<file path="src/rtl/fv_core_si_instr_driver.sv">
// Feeds NOPs to the core fetch port, launches one symbolic instruction at CAPTURE_CYCLE, then drains and parks.
// instruction/si_launch/si_accepted are combinational; other outputs registered. Optional filter: FV_SI_LEGAL_OPCODE_EN.
module fv_core_si_instr_driver #(
  parameter int                     INSTR_WIDTH   = 32,
  parameter int                     ADDR_WIDTH    = 32,
  parameter int                     CNT_WIDTH     = 10,
  parameter int                     CAPTURE_CYCLE = 20,
  parameter int                     MAX_HOLD      = 8,
  parameter int                     DRAIN_CYCLES  = 16,
  parameter logic [INSTR_WIDTH-1:0] NOP           = 32'h0000_0013
) (
  input  logic                   clk,
  input  logic                   reset,
  input  logic [INSTR_WIDTH-1:0] free_instr,
  input  logic                   instr_ready,
  input  logic [ADDR_WIDTH-1:0]  fetch_addr,
  output logic [INSTR_WIDTH-1:0] instruction,
  output logic                   instruction_valid,
  output logic [CNT_WIDTH-1:0]   clock_counter,
  output logic                   si_launch,
  output logic                   si_accepted,
  output logic [ADDR_WIDTH-1:0]  si_pc,
  output logic                   done,
  output logic                   hold_timeout,
  output logic                   illegal_filtered
);

  localparam int HCW = $clog2(MAX_HOLD + 1);
  localparam int DCW = $clog2(DRAIN_CYCLES + 1);
  localparam logic [CNT_WIDTH-1:0] CNT_MAX    = {CNT_WIDTH{1'b1}};
  localparam logic [CNT_WIDTH-1:0] CAP_VAL    = CNT_WIDTH'(CAPTURE_CYCLE);
  localparam logic [HCW-1:0]       HOLD_LAST  = HCW'(MAX_HOLD - 1);
  localparam logic [DCW-1:0]       DRAIN_LAST = DCW'(DRAIN_CYCLES - 1);

  typedef enum logic [1:0] {FILL, HOLD, DRAIN, DONE} state_t;

  state_t                 state;
  logic [HCW-1:0]         hold_cnt;
  logic [DCW-1:0]         drain_cnt;
  logic [INSTR_WIDTH-1:0] si_reg;
  logic [INSTR_WIDTH-1:0] sel_instr;
  logic                   launch_cyc;

`ifdef FV_SI_LEGAL_OPCODE_EN
  logic sel_illegal;

  always_comb begin
    sel_illegal = 1'b1;
    case (free_instr[6:0])
      7'b0110111, 7'b0010111, 7'b1101111, 7'b1100111,
      7'b0000011, 7'b0100011, 7'b0010011, 7'b0110011: sel_illegal = 1'b0;
`ifdef FV_INCLUDE_RV64
      7'b0011011, 7'b0111011: sel_illegal = 1'b0;
`endif
      default: sel_illegal = 1'b1;
    endcase
    sel_instr = sel_illegal ? NOP : free_instr;
  end
`else
  assign sel_instr        = free_instr;
  assign illegal_filtered = 1'b0;
`endif

  // The saturated counter can never match CAP_VAL, so this fires once per reset.
  assign launch_cyc  = (state == FILL) && (clock_counter == CAP_VAL);
  assign si_launch   = launch_cyc;
  assign si_accepted = instr_ready && (launch_cyc || (state == HOLD));

  always_comb begin
    instruction = NOP;
    if (launch_cyc)
      instruction = sel_instr;
    else if (state == HOLD)
      instruction = si_reg;
  end

  always_ff @(posedge clk) begin
    if (reset) begin
      state             <= FILL;
      clock_counter     <= '0;
      hold_cnt          <= '0;
      drain_cnt         <= '0;
      si_reg            <= NOP;
      si_pc             <= '0;
      instruction_valid <= 1'b1;
      done              <= 1'b0;
      hold_timeout      <= 1'b0;
`ifdef FV_SI_LEGAL_OPCODE_EN
      illegal_filtered  <= 1'b0;
`endif
    end else begin
      if (clock_counter != CNT_MAX)
        clock_counter <= clock_counter + 1'b1;
      if (si_accepted)
        si_pc <= fetch_addr;
      case (state)
        FILL: begin
          if (launch_cyc) begin
            si_reg <= sel_instr;
            state  <= instr_ready ? DRAIN : HOLD;
`ifdef FV_SI_LEGAL_OPCODE_EN
            if (sel_illegal)
              illegal_filtered <= 1'b1;
`endif
          end
        end
        HOLD: begin
          // Acceptance takes priority over the hold limit.
          if (instr_ready) begin
            state <= DRAIN;
          end else if (hold_cnt == HOLD_LAST) begin
            state             <= DONE;
            hold_timeout      <= 1'b1;
            instruction_valid <= 1'b0;
            done              <= 1'b1;
          end else begin
            hold_cnt <= hold_cnt + 1'b1;
          end
        end
        DRAIN: begin
          if (drain_cnt == DRAIN_LAST) begin
            state             <= DONE;
            instruction_valid <= 1'b0;
            done              <= 1'b1;
          end else begin
            drain_cnt <= drain_cnt + 1'b1;
          end
        end
        DONE:    state <= DONE;
        default: state <= FILL;
      endcase
    end
  end

endmodule

</file>
<file path="config.mk">
export PLATFORM = sky130hd
export DESIGN_NAME = fv_core_si_instr_driver
export DESIGN_NICKNAME = d
export VERILOG_FILES = /design/src/rtl/fv_core_si_instr_driver.sv
export SDC_FILE = /design/constraint.sdc
export NUM_CORES = 1
export LEC_CHECK = 0
export BUFFER_PORTS_ARGS = -buffer_cell sky130_fd_sc_hd__buf_4
export CORE_UTILIZATION = 35
export CTS_BUF_LIST = sky130_fd_sc_hd__clkbuf_16
export DETAILED_ROUTE_END_ITERATION = 16
export GPL_ROUTABILITY_DRIVEN = 1
export PLACE_DENSITY = 0.71
export SLEW_MARGIN = 0
export SYNTH_ARGS = -nofsm -noshare
export SYNTH_HDL_FRONTEND = slang
export SYNTH_SLANG_ARGS = --single-unit
</file>
<file path="constraint.sdc">
create_clock -name clk -period 2 [get_ports clk]
set_clock_uncertainty 0.15 [all_clocks]
set_input_delay 0.2 -clock clk [delete_from_list [all_inputs] [get_ports clk]]
set_output_delay 0.2 -clock clk [all_outputs]
set_load 0.005 [all_outputs]
</file>
==> PnR_summary.wiki, run 1 <==
{| class="wikitable"
! Metric !! Value
|-
| Main synth FF type || sky130_fd_sc_hd__dfxtp_1
|-
| Async set or reset register ratio after synthesis || 0
|-
| Share of the core filled with cells || 0.6090
|-
| Clk buf depth || 2
|-
| Clock transition at the registers of the reported paths || 0.06 ns
|-
| Average via count per standard cell || 4.862
|-
| Wire length of the first global-routing pass || 17.41 mm
|-
| Synth Area per Inst || 9.003 sq um
|-
| Latest clock arrival within the worst-skew pair || 0.33 ns
|-
| Area of the core || 10280 sq um
|-
| Starting DRT DRC Count || 130
|-
| All-layer global routing usage || 0.1949
|-
| Power Dens Cells || 642.4 nW/um^2
|-
| Fin. max-slew vios || 0
|-
| Sequential area share after synthesis || 0.4773
|-
| Final worst-path setup slack || -0.1442 ns
|-
| CTS root buf || sky130_fd_sc_hd__clkbuf_16
|-
| Critical path data required time || 1.65 ns
|-
| Ratio of cells with drive above 1 in the final layout || 0.4117
|-
| Number of enable-type register cells in the synthesized netlist || 0
|-
| Worst VDD drop || 0.4374 mV
|-
| Relative slew slack || 0.6177
|-
| Reported net switching power || 0.8328 mW
|-
| Clock tree from TritonCTS || done
|-
| Total detailed-routing wirelength || 11.09 mm
|-
| H-tree depth reported by CTS || 3
|-
| Nature of the critical path endpoint || output pin
|-
| Clock sink count || 88
|-
| Run status || finished with violations
|-
| Least-Margin Pin Slew || 0.5722 ns
|-
| Internal power || 3.187 mW
|-
| Series of cell instances along the critical path || inv_2 -> ha_4 -> nand2b_4 -> and4b_4 -> buf_12 -> buf_16 -> nand2_2 -> o21ai_2 -> buf_4
|-
| Die area || 10960 sq um
|-
| MaxCap Viol Count || 0
|-
| Setup repair after global routing missed its margin || true
|-
| Power share of the clock group || 0.480
|-
| Number of storage elements in the synthesis netlist || 88
|-
| DP Worst Slack || 0.1122 ns
|-
| Antenna Violating Nets Remaining || 0
|-
| Number of fill cells in the layout || 841
|-
| CP arrival || 1.79 ns
|-
| Cell depth of the worst flop-to-flop path || 9
|-
| Number of antenna violations at the first check in global routing || 0
|-
| Final-report hold violation count || 0
|-
| Number of iterations in the first detailed-routing pass || 4
|-
| Achievable Freq || 0.4664 GHz
|-
| Part of the power in registers || 0.438
|-
| Layout Nets || 701
|-
| Vertical die dimension || 104.7 um
|-
| Final critical delay including setup and external delays || 2.144 ns
|-
| Number of cells traversed by the worst hold path || 3
|-
| Synthesized netlist net count || 482
|-
| Routed wire length per instance || 14.40 um
|-
| Kind of critical path || reg2out
|-
| Number of ports placed on the die boundary || 147
|-
| Cell area after layout || 6259 sq um
|-
| Ratio of final minimum period to clock period || 1.072
|-
| Largest stage delay on the critical path || 0.36 ns
|-
| Switching Share || 0.2072
|-
| Gate Count Post-Synth || 410
|-
| Slowest stage cell on the critical path || sky130_fd_sc_hd__and4b_4
|-
| Count of different cell masters after synthesis || 47
|-
| Yosys synthesis warning count || 0
|-
| Number of cell rows || 37
|-
| Failing checks || negative setup slack
|-
| Mapped cell area || 3691 sq um
|-
| Dpl hpwl || 6.206 mm
|-
| Combinational share of power || 0.083
|-
| Post-route non-filler standard cell count || 770
|-
| Drc violations || 0
|-
| Via count || 3744
|-
| Setup crit start kind || flop
|-
| Initial Util || 0.3591
|-
| Vias in the first global route || 3594
|-
| Critical path fanouts, max || 7
|-
| Static leakage power || 2.653 nW
|-
| Final setup violation count || 33
|-
| Port Buffers || 145
|-
| Layout Area Growth over Synthesis || 69.56%
|-
| Routability Congestion || 0.8385
|-
| Ant diodes || 0
|-
| Post-placement cell area || 4979 sq um
|-
| Chip width || 104.7 um
|-
| Min-delay worst type || in2reg
|-
| Maximum number of pins on one net before global-route repair || 45
|-
| Total grt overflow || 0
|-
| Clock buffer count from CTS || 9
|-
| Placed Cells incl. Taps || 682
|}
==> synth_stat cells, drive strengths merged (3+ instances only) <==
master	number	area share
o21ai	29	0.039
a31oi	4	0.0068
buf	17	0.033
clkbuf	11	0.011
dfxtp	88	0.48
xor2	6	0.014
and3	3	0.0051
nor3b	3	0.0075
a211oi	4	0.0081
and4	5	0.012
or3	3	0.0064
a21oi	40	0.064
o22a	3	0.0071
ha	5	0.017
nand4	3	0.0051
nand3	4	0.0054
nand2	63	0.071
nand2b	6	0.010
nor2	18	0.018
a22o	32	0.076
nor3	6	0.0081
inv	34	0.035
==> cell type report <==
type	instances	area [sq um]	area share
clock inverters	7	117.6	0.01879
flip-flops and latches	88	1768	0.2825
clock buffers	9	225.2	0.03599
well taps	136	170.2	0.02719
inverters	34	127.6	0.02039
repair buffers	236	2039	0.3259
multi-input cells	260	1810	0.2893
==> path summary, 6_finish.rpt <==
path	slack, ns	from	endpoint
worst max-delay path	-0.14	clock_counter[0]$_SDFFE_PP0P_	instruction[23]
worst min-delay path	0.0008	free_instr[30]	si_reg[30]$_SDFFE_PP0P_
worst max register to register	0.11	drain_cnt[0]$_SDFFE_PP0N_	drain_cnt[2]$_SDFFE_PP0N_
worst min register to register	0.31	si_reg[3]$_SDFFE_PP0P_	si_reg[3]$_SDFFE_PP0P_
==> cells by family (layout without fill, tap and decap cells) <==
group           after synthesis  after routing  share of synthesized area
mux                           2              2                   0.005424
simple gates                123            123                     0.1715
buf+inv                      62            286                    0.07898
other cells                   1              1                   0.001016
compound gates              121            121                     0.2298
fa+ha+maj                     5              5                    0.01695
xor+xnor                      8              8                    0.01898
flops                        88             88                     0.4773
==> power groups by stage <==
stage	clock network, mW	registers [mW]	logic, mW
floorplan	0	1.80	0.0701
global placement	0	1.80	0.210
detailed placement	0	1.80	0.213
CTS	1.97	1.76	0.318
global route	2.06	1.76	0.354
finish	1.93	1.76	0.332
==> per-stage QoR <==
step | hold WS [ns] | setup TNS (ns) | power [mW]
after floorplan | 0.1826 | 0 | 1.874
after global placement | 0.2684 | 0 | 2.009
final | 0.0007680 | -3.199 | 4.020
after global routing | 0.003914 | -6.864 | 4.177
after CTS | 0.0006958 | -4.011 | 4.051
after detailed placement | 0.2735 | 0 | 2.012
==> repair_timing <==
action | 4_1_cts | 5_1_grt
pin swaps | 4 | 12
endpoints found under the setup margin | 33 | 47
gates resized for setup | 35 | 51
hold endpoints to repair | 60 | 0
hold buffers | 60 | 0
setup buffers | 7 | 4
gates cloned | 2 | 0
==> layout by cell type (no fill, tap or decap), drive strengths merged, types with 9 or more instances in the layout <==
cell and n:
buf 176, dfxtp 88, nand2 63, dlygate4sd3 60
a21oi 40, inv 35, a22o 32, o21ai 29
nor2 18, clkbuf 9
==> critical path: cells and delay by family, from the launching register on <==
kind / cells / cell delay [ns]
AND/OR/NAND/NOR: 3 / 0.49
buffers and inverters: 4 / 0.45
flip-flops: 1 / 0.32
adder cells (fa/ha/maj): 1 / 0.14
AO/OA/AOI/OAI: 1 / 0.07
==> metal layers <==
layer / vias up / wire length (um) / track usage
met3: 8 / 563 / 0.04242
li1: 1848 / - / -
met5: - / 0 / 0
met2: 124 / 5750 / 0.3453
met1: 1764 / 4696 / 0.2383
met4: 0 / 77 / 0.04930
Power figures use the tool's default switching activity.
==> run 2: changes to the inputs <==
Settings changed: CORE_MARGIN set to 2.
==> run 2 against run 1 <==
Against the previous run:
- sequential share of layout area decreased by 0.096 points
- the flow still finishes with violations (negative setup slack)
- clock-buffer cell count unchanged
- first-iteration DRC count increased by 33%
- global-route usage decreased by 0.17 points
- sequential power about the same
- non-clock buffer count increased by 6
- largest power group is now registers
- maximum frequency decreased by 5.4%
- combinational power increased by 3%
- worst hold slack improved by 0.0090 ns
==> PnR_summary.wiki, run 2 (synthesis results as in run 1) <==
{| class="wikitable"
! Metric !! Value
|-
| Layer carrying the most global-route usage || met2
|-
| Latest clock arrival within the worst-skew pair || 0.33 ns
|-
| CP delay by family, top || simple AND/OR/NAND/NOR gates
|-
| Critical register-to-register path startpoint || clock_counter[7]$_SDFFE_PP0P_
|-
| Total grt overflow || 0
|-
| CP arrival || 1.92 ns
|-
| Buffering stage count on the worst path with inverters included || 3
|-
| Die area || 11380 sq um
|-
| Run status || finished with violations
|-
| Failing checks || negative setup slack
|-
| Setup repair after global routing missed its margin || true
|-
| Fin. max-slew vios || 0
|-
| Series of cell instances along the critical path || inv_1 -> ha_4 -> nand2b_4 -> and4b_4 -> buf_16 -> nand2_1 -> o21ai_1 -> buf_4
|-
| Ratio of final minimum period to clock period || 1.133
|-
| Achievable Freq || 0.4413 GHz
|-
| Final critical delay including setup and external delays || 2.266 ns
|-
| CP Depth || 8
|-
| Hold Slack || 0.009722 ns
|-
| Number of fill cells in the layout || 864
|-
| Clock sink count || 88
|-
| Kind of critical path || reg2out
|-
| Most common library cell in the layout ignoring fill and taps || sky130_fd_sc_hd__buf_4
|-
| Vias in the first global route || 3749
|-
| Ratio of cells with drive above 1 in the final layout || 0.4181
|-
| Cell depth of the worst flop-to-flop path || 6
|-
| Nature of the critical path endpoint || output pin
|-
| Total detailed-routing wirelength || 11.51 mm
|-
| Clock tree from TritonCTS || done
|-
| Highest-count cells in the layout ignoring fill and taps || sky130_fd_sc_hd__buf_4, sky130_fd_sc_hd__dfxtp_1, sky130_fd_sc_hd__dlygate4sd3_1, sky130_fd_sc_hd__nand2_1
|-
| Post-route non-filler standard cell count || 777
|-
| Layout Area Growth over Synthesis || 70.14%
|-
| Critical path data required time || 1.65 ns
|-
| Port Buffers || 145
|-
| Slowest stage cell on the critical path || sky130_fd_sc_hd__and4b_4
|-
| Final-report hold violation count || 0
|-
| Dpl hpwl || 6.614 mm
|-
| H-tree depth reported by CTS || 3
|-
| Average via count per standard cell || 4.925
|-
| Least-Margin Pin Slew || 0.5401 ns
|-
| Chip width || 106.7 um
|-
| Power Dens Cells || 606.7 nW/um^2
|-
| Routed wire length per instance || 14.82 um
|-
| Clock buffer count from CTS || 9
|-
| Routability Congestion || 0.7728
|-
| Met2 track utilization from global routing || 0.3321
|-
| Initial Util || 0.3591
|-
| Placed Cells incl. Taps || 682
|-
| Vertical die dimension || 106.7 um
|-
| Final worst-path setup slack || -0.2663 ns
|-
| Register-to-register path setup slack || 0.07 ns
|-
| Critical Path Source || clock_counter[0]$_SDFFE_PP0P_
|-
| Final Power || 3.810 mW
|-
| Via count || 3827
|-
| Wire length of the first global-routing pass || 17.79 mm
|-
| Final setup violation count || 34
|-
| CTS root buf || sky130_fd_sc_hd__clkbuf_16
|-
| Number of ports placed on the die boundary || 147
|-
| Cell area after layout || 6280 sq um
|-
| Antenna Violating Nets Remaining || 0
|-
| Number of cells traversed by the worst hold path || 3
|-
| Clk buf depth || 2
|-
| Clock transition at the registers of the reported paths || 0.06 ns
|-
| Ant diodes || 0
|-
| Static leakage power || 2.612 nW
|-
| Min-delay worst type || in2reg
|-
| Met1 Track Usage GR || 0.2434
|-
| Number of cell rows || 37
|-
| Layout Nets || 708
|-
| Setup crit start kind || flop
|-
| Drc violations || 0
|-
| Area of the core || 10280 sq um
|-
| Starting DRT DRC Count || 173
|-
| Number of iterations in the first detailed-routing pass || 4
|-
| Maximum number of pins on one net before global-route repair || 44
|-
| Worst Min Path Start || free_instr[4]
|-
| MaxCap Viol Count || 0
|-
| Post-placement cell area || 4966 sq um
|-
| Relative slew slack || 0.6399
|-
| Number of antenna violations at the first check in global routing || 0
|-
| Largest stage delay on the critical path || 0.44 ns
|-
| All-layer global routing usage || 0.1932
|-
| Worst VDD drop || 0.3413 mV
|-
| GRT met3 Usage || 0.04012
|-
| Critical path fanouts, max || 7
|}
-- run 2: through the flow --
| stage | setup WS [ns] | utilization | setup TNS, ns |
|---|---|---|---|
| finish | -0.2663 | 0.6110 | -5.554 |
| global route | -0.3755 | 0.6110 | -9.819 |
| CTS | -0.2112 | 0.5898 | -6.177 |
| detailed placement | -0.05813 | 0.4832 | -1.507 |
| global placement | 0.04348 | 0.4832 | 0 |
| floorplan | 0.1635 | - | 0 |
-- run 2: final timing paths --
kind                                 end
setup / recovery         instruction[30]
hold / removal    si_reg[4]$_SDFFE_PP1P_
setup reg to reg  si_pc[14]$_SDFFE_PP0P_
hold reg to reg   si_reg[2]$_SDFFE_PP0P_
-- run 2: cell type report --
cell class	count	area (sq um)	area share
repair buffers	242	2081	0.3313
multi-input cells	261	1826	0.2907
flip-flops and latches	88	1768	0.2815
clock buffers	9	225.2	0.03586
well taps	136	170.2	0.02710
inverters	34	132.6	0.02112
clock inverters	7	77.57	0.01235
-- run 2: power breakdown --
group | switching [mW] | internal (mW) | total, mW
Clock | 0.721 | 0.986 | 1.71
Sequential | 0.00336 | 1.76 | 1.76
Combinational | 0.129 | 0.213 | 0.343
-- run 2: worst reg2reg max path: cells and delay by family, from the launching register on --
kind            cells  cell delay (ns)
simple gates        2             0.44
compound gates      2             0.68
flops               1             0.34
buf+inv             2             0.26
-- run 2: timing repair --
item	CTS	global route
hold endpoints to repair	67	0
hold buffers	64	0
endpoints found under the setup margin	66	61
pin swaps	3	25
gates cloned	3	2
resized for setup	22	69
setup buffers	7	6
-- run 2: metal layers --
layer | wire, um | up-vias
met5 | 0 | -
li1 | - | 1865
met3 | 752 | 14
met4 | 145 | 0
met1 | 5006 | 1816
met2 | 5608 | 132
==> run 3: changes to the inputs <==
Settings changed: CTS_CLUSTER_SIZE set to 16, REMOVE_ABC_BUFFERS set to 1.
==> run 3 against run 2 <==
Against the previous run:
- the run still ends with negative setup slack left
- non-clock buffer count increased by 10
- final cell count grew 1.2%
- die area is the same
- wire length is 2.9% higher
- register-to-register slack better by 0.02 ns
- core utilization up 1.4 points
- total power is 1.5% higher
- final area is 2.3% higher
- sequential power about the same
- critical path depth is the same
- critical path type unchanged
==> PnR_summary.wiki, run 3 (synthesis results as in run 1) <==
{| class="wikitable"
! Metric !! Value
|-
| Latest clock arrival within the worst-skew pair || 0.33 ns
|-
| Combinational share of power || 0.091
|-
| Total grt overflow || 0
|-
| Kind of critical path || reg2out
|-
| Routed wire length per instance || 15.07 um
|-
| Final-report hold violation count || 0
|-
| Vertical die dimension || 106.7 um
|-
| Ant diodes || 0
|-
| Worst VDD drop || 0.3962 mV
|-
| H-tree depth reported by CTS || 3
|-
| Layout Nets || 717
|-
| Drc violations || 0
|-
| Via count || 3832
|-
| CP delay by family, top || buffers and inverters
|-
| Setup repair after global routing missed its margin || true
|-
| Buffering stage count on the worst path with inverters included || 4
|-
| CP arrival || 1.86 ns
|-
| Hold Slack || 0.06427 ns
|-
| Reported net switching power || 0.8969 mW
|-
| Area of the core || 10280 sq um
|-
| Final Power || 3.867 mW
|-
| Power Dens Cells || 601.7 nW/um^2
|-
| Number of ports placed on the die boundary || 147
|-
| Clock tree from TritonCTS || done
|-
| Setup_tns || -4.883 ns
|-
| Final setup violation count || 34
|-
| Maximum number of pins on one net before global-route repair || 33
|-
| Slowest stage cell on the critical path || sky130_fd_sc_hd__dfxtp_4
|-
| Routability Congestion || 0.7797
|-
| Dpl hpwl || 6.658 mm
|-
| Critical path fanouts, max || 6
|-
| Initial Util || 0.3591
|-
| Clock buffer count from CTS || 9
|-
| Run status || finished with violations
|-
| Layout Area Growth over Synthesis || 74.10%
|-
| Port Buffers || 145
|-
| Relative slew slack || 0.6486
|-
| Number of iterations in the first detailed-routing pass || 5
|-
| Starting DRT DRC Count || 172
|-
| Critical path data required time || 1.65 ns
|-
| Internal power || 2.970 mW
|-
| Final worst-path setup slack || -0.2064 ns
|-
| CTS root buf || sky130_fd_sc_hd__clkbuf_16
|-
| Share of the core filled with cells || 0.6253
|-
| Clk buf depth || 2
|-
| Failing checks || negative setup slack
|-
| Most used cell, CP || sky130_fd_sc_hd__buf_6
|-
| Total detailed-routing wirelength || 11.85 mm
|-
| Chip width || 106.7 um
|-
| Series of cell instances along the critical path || inv_4 -> ha_4 -> nand2b_4 -> buf_6 -> nand4b_1 -> buf_12 -> o22a_1 -> buf_6
|-
| Antenna Violating Nets Remaining || 0
|-
| Die area || 11380 sq um
|-
| Number of cell rows || 37
|-
| Most common library cell in the layout ignoring fill and taps || sky130_fd_sc_hd__buf_4
|-
| Clock sink count || 88
|-
| Part of the power in registers || 0.455
|-
| Least-Margin Pin Slew || 0.5260 ns
|-
| Fin. max-slew vios || 0
|-
| Switching Share || 0.2320
|-
| Setup crit start kind || flop
|-
| Achievable Freq || 0.4532 GHz
|-
| Min-delay worst type || in2reg
|-
| Static leakage power || 2.790 nW
|-
| Nature of the critical path endpoint || output pin
|-
| All-layer global routing usage || 0.1954
|-
| Number of fill cells in the layout || 828
|-
| Vias in the first global route || 3704
|-
| DP Worst Slack || 0.1186 ns
|-
| Average via count per standard cell || 4.875
|-
| Ratio of final minimum period to clock period || 1.103
|-
| Wire length of the first global-routing pass || 17.97 mm
|-
| Clock transition at the registers of the reported paths || 0.07 ns
|-
| Ratio of cells with drive above 1 in the final layout || 0.4385
|-
| MaxCap Viol Count || 0
|-
| Power share of the clock group || 0.454
|-
| Largest stage delay on the critical path || 0.35 ns
|-
| Final critical delay including setup and external delays || 2.206 ns
|-
| Highest-count cells in the layout ignoring fill and taps || sky130_fd_sc_hd__buf_4, sky130_fd_sc_hd__dfxtp_1, sky130_fd_sc_hd__dlygate4sd3_1, sky130_fd_sc_hd__nand2_1, sky130_fd_sc_hd__a22o_1
|-
| Number of antenna violations at the first check in global routing || 0
|}
## run 3: changes by cell type in the layout (fill, tap and decap cells not counted), sizes merged
cell,before,now
buf,176,190
bufbuf,0,1
clkbuf,11,10
clkinv,3,2
clkinvlp,0,2
dlygate4sd3,64,60
inv,37,36
o22ai,2,1
## run 3: power groups by stage
| stage | sequential [mW] | combinational, mW | clock [mW] |
|---|---|---|---|
| after detailed placement | 1.80 | 0.209 | 0 |
| after global placement | 1.80 | 0.203 | 0 |
| after CTS | 1.76 | 0.324 | 1.79 |
| final | 1.76 | 0.351 | 1.75 |
| after floorplan | 1.80 | 0.0460 | 0 |
| after global routing | 1.76 | 0.373 | 1.88 |
## run 3: per-stage QoR
stage / cell area (sq um) / instances
4_1_cts: 6193 / 774
3_3_place_gp: 4971 / 681
6_report: 6426 / 786
2_1_floorplan: 3527 / 382
3_5_place_dp: 4971 / 681
5_1_grt: 6426 / 786
## run 3: path summary, 6_finish.rpt
path,from,to,slack (ns),cells after the start
max reg2reg,clock_counter[1]$_SDFFE_PP0P_,si_reg[0]$_SDFFE_PP1P_,0.09,10
max,clock_counter[1]$_SDFFE_PP0P_,instruction[1],-0.21,8
min,instr_ready,hold_timeout$_SDFFE_PP0P_,0.06,4
min reg2reg,si_reg[31]$_SDFFE_PP0P_,si_reg[31]$_SDFFE_PP0P_,0.30,2
## run 3: timing repair
item / CTS / global route
gates cloned: 3 / 1
endpoints found under the setup margin: 34 / 39
hold endpoints to repair: 63 / 0
pin swaps: 7 / 17
buffers inserted: 14 / 13
hold buffers: 60 / 0
gates resized for setup: 55 / 54
## run 3: cell type report
class	count	area, sq um	area share
Inverter	34	130.1	0.02025
Tap cell	136	170.2	0.02648
Sequential cell	88	1770	0.2755
Multi-Input combinational cell	260	1868	0.2907
Clock buffer	9	225.2	0.03505
Timing Repair Buffer	252	2172	0.3380
Clock inverter	7	90.09	0.01402
## run 3: routing by layer
| layer | track usage | vias to the layer above | routed length, um |
|---|---|---|---|
| li1 | - | 1885 | - |
| met1 | 0.2328 | 1833 | 4735 |
| met2 | 0.3530 | 94 | 6389 |
| met3 | 0.03343 | 20 | 480 |
| met4 | 0.06772 | 0 | 242 |
| met5 | 0 | - | 0 |
## run 3: tightest hold or removal path, cell delays in order
cell and delay (ns):
sky130_fd_sc_hd__buf_4 0.11, sky130_fd_sc_hd__nor3_1 0.07, sky130_fd_sc_hd__nor2_1 0.09, sky130_fd_sc_hd__nor2_1 0.04
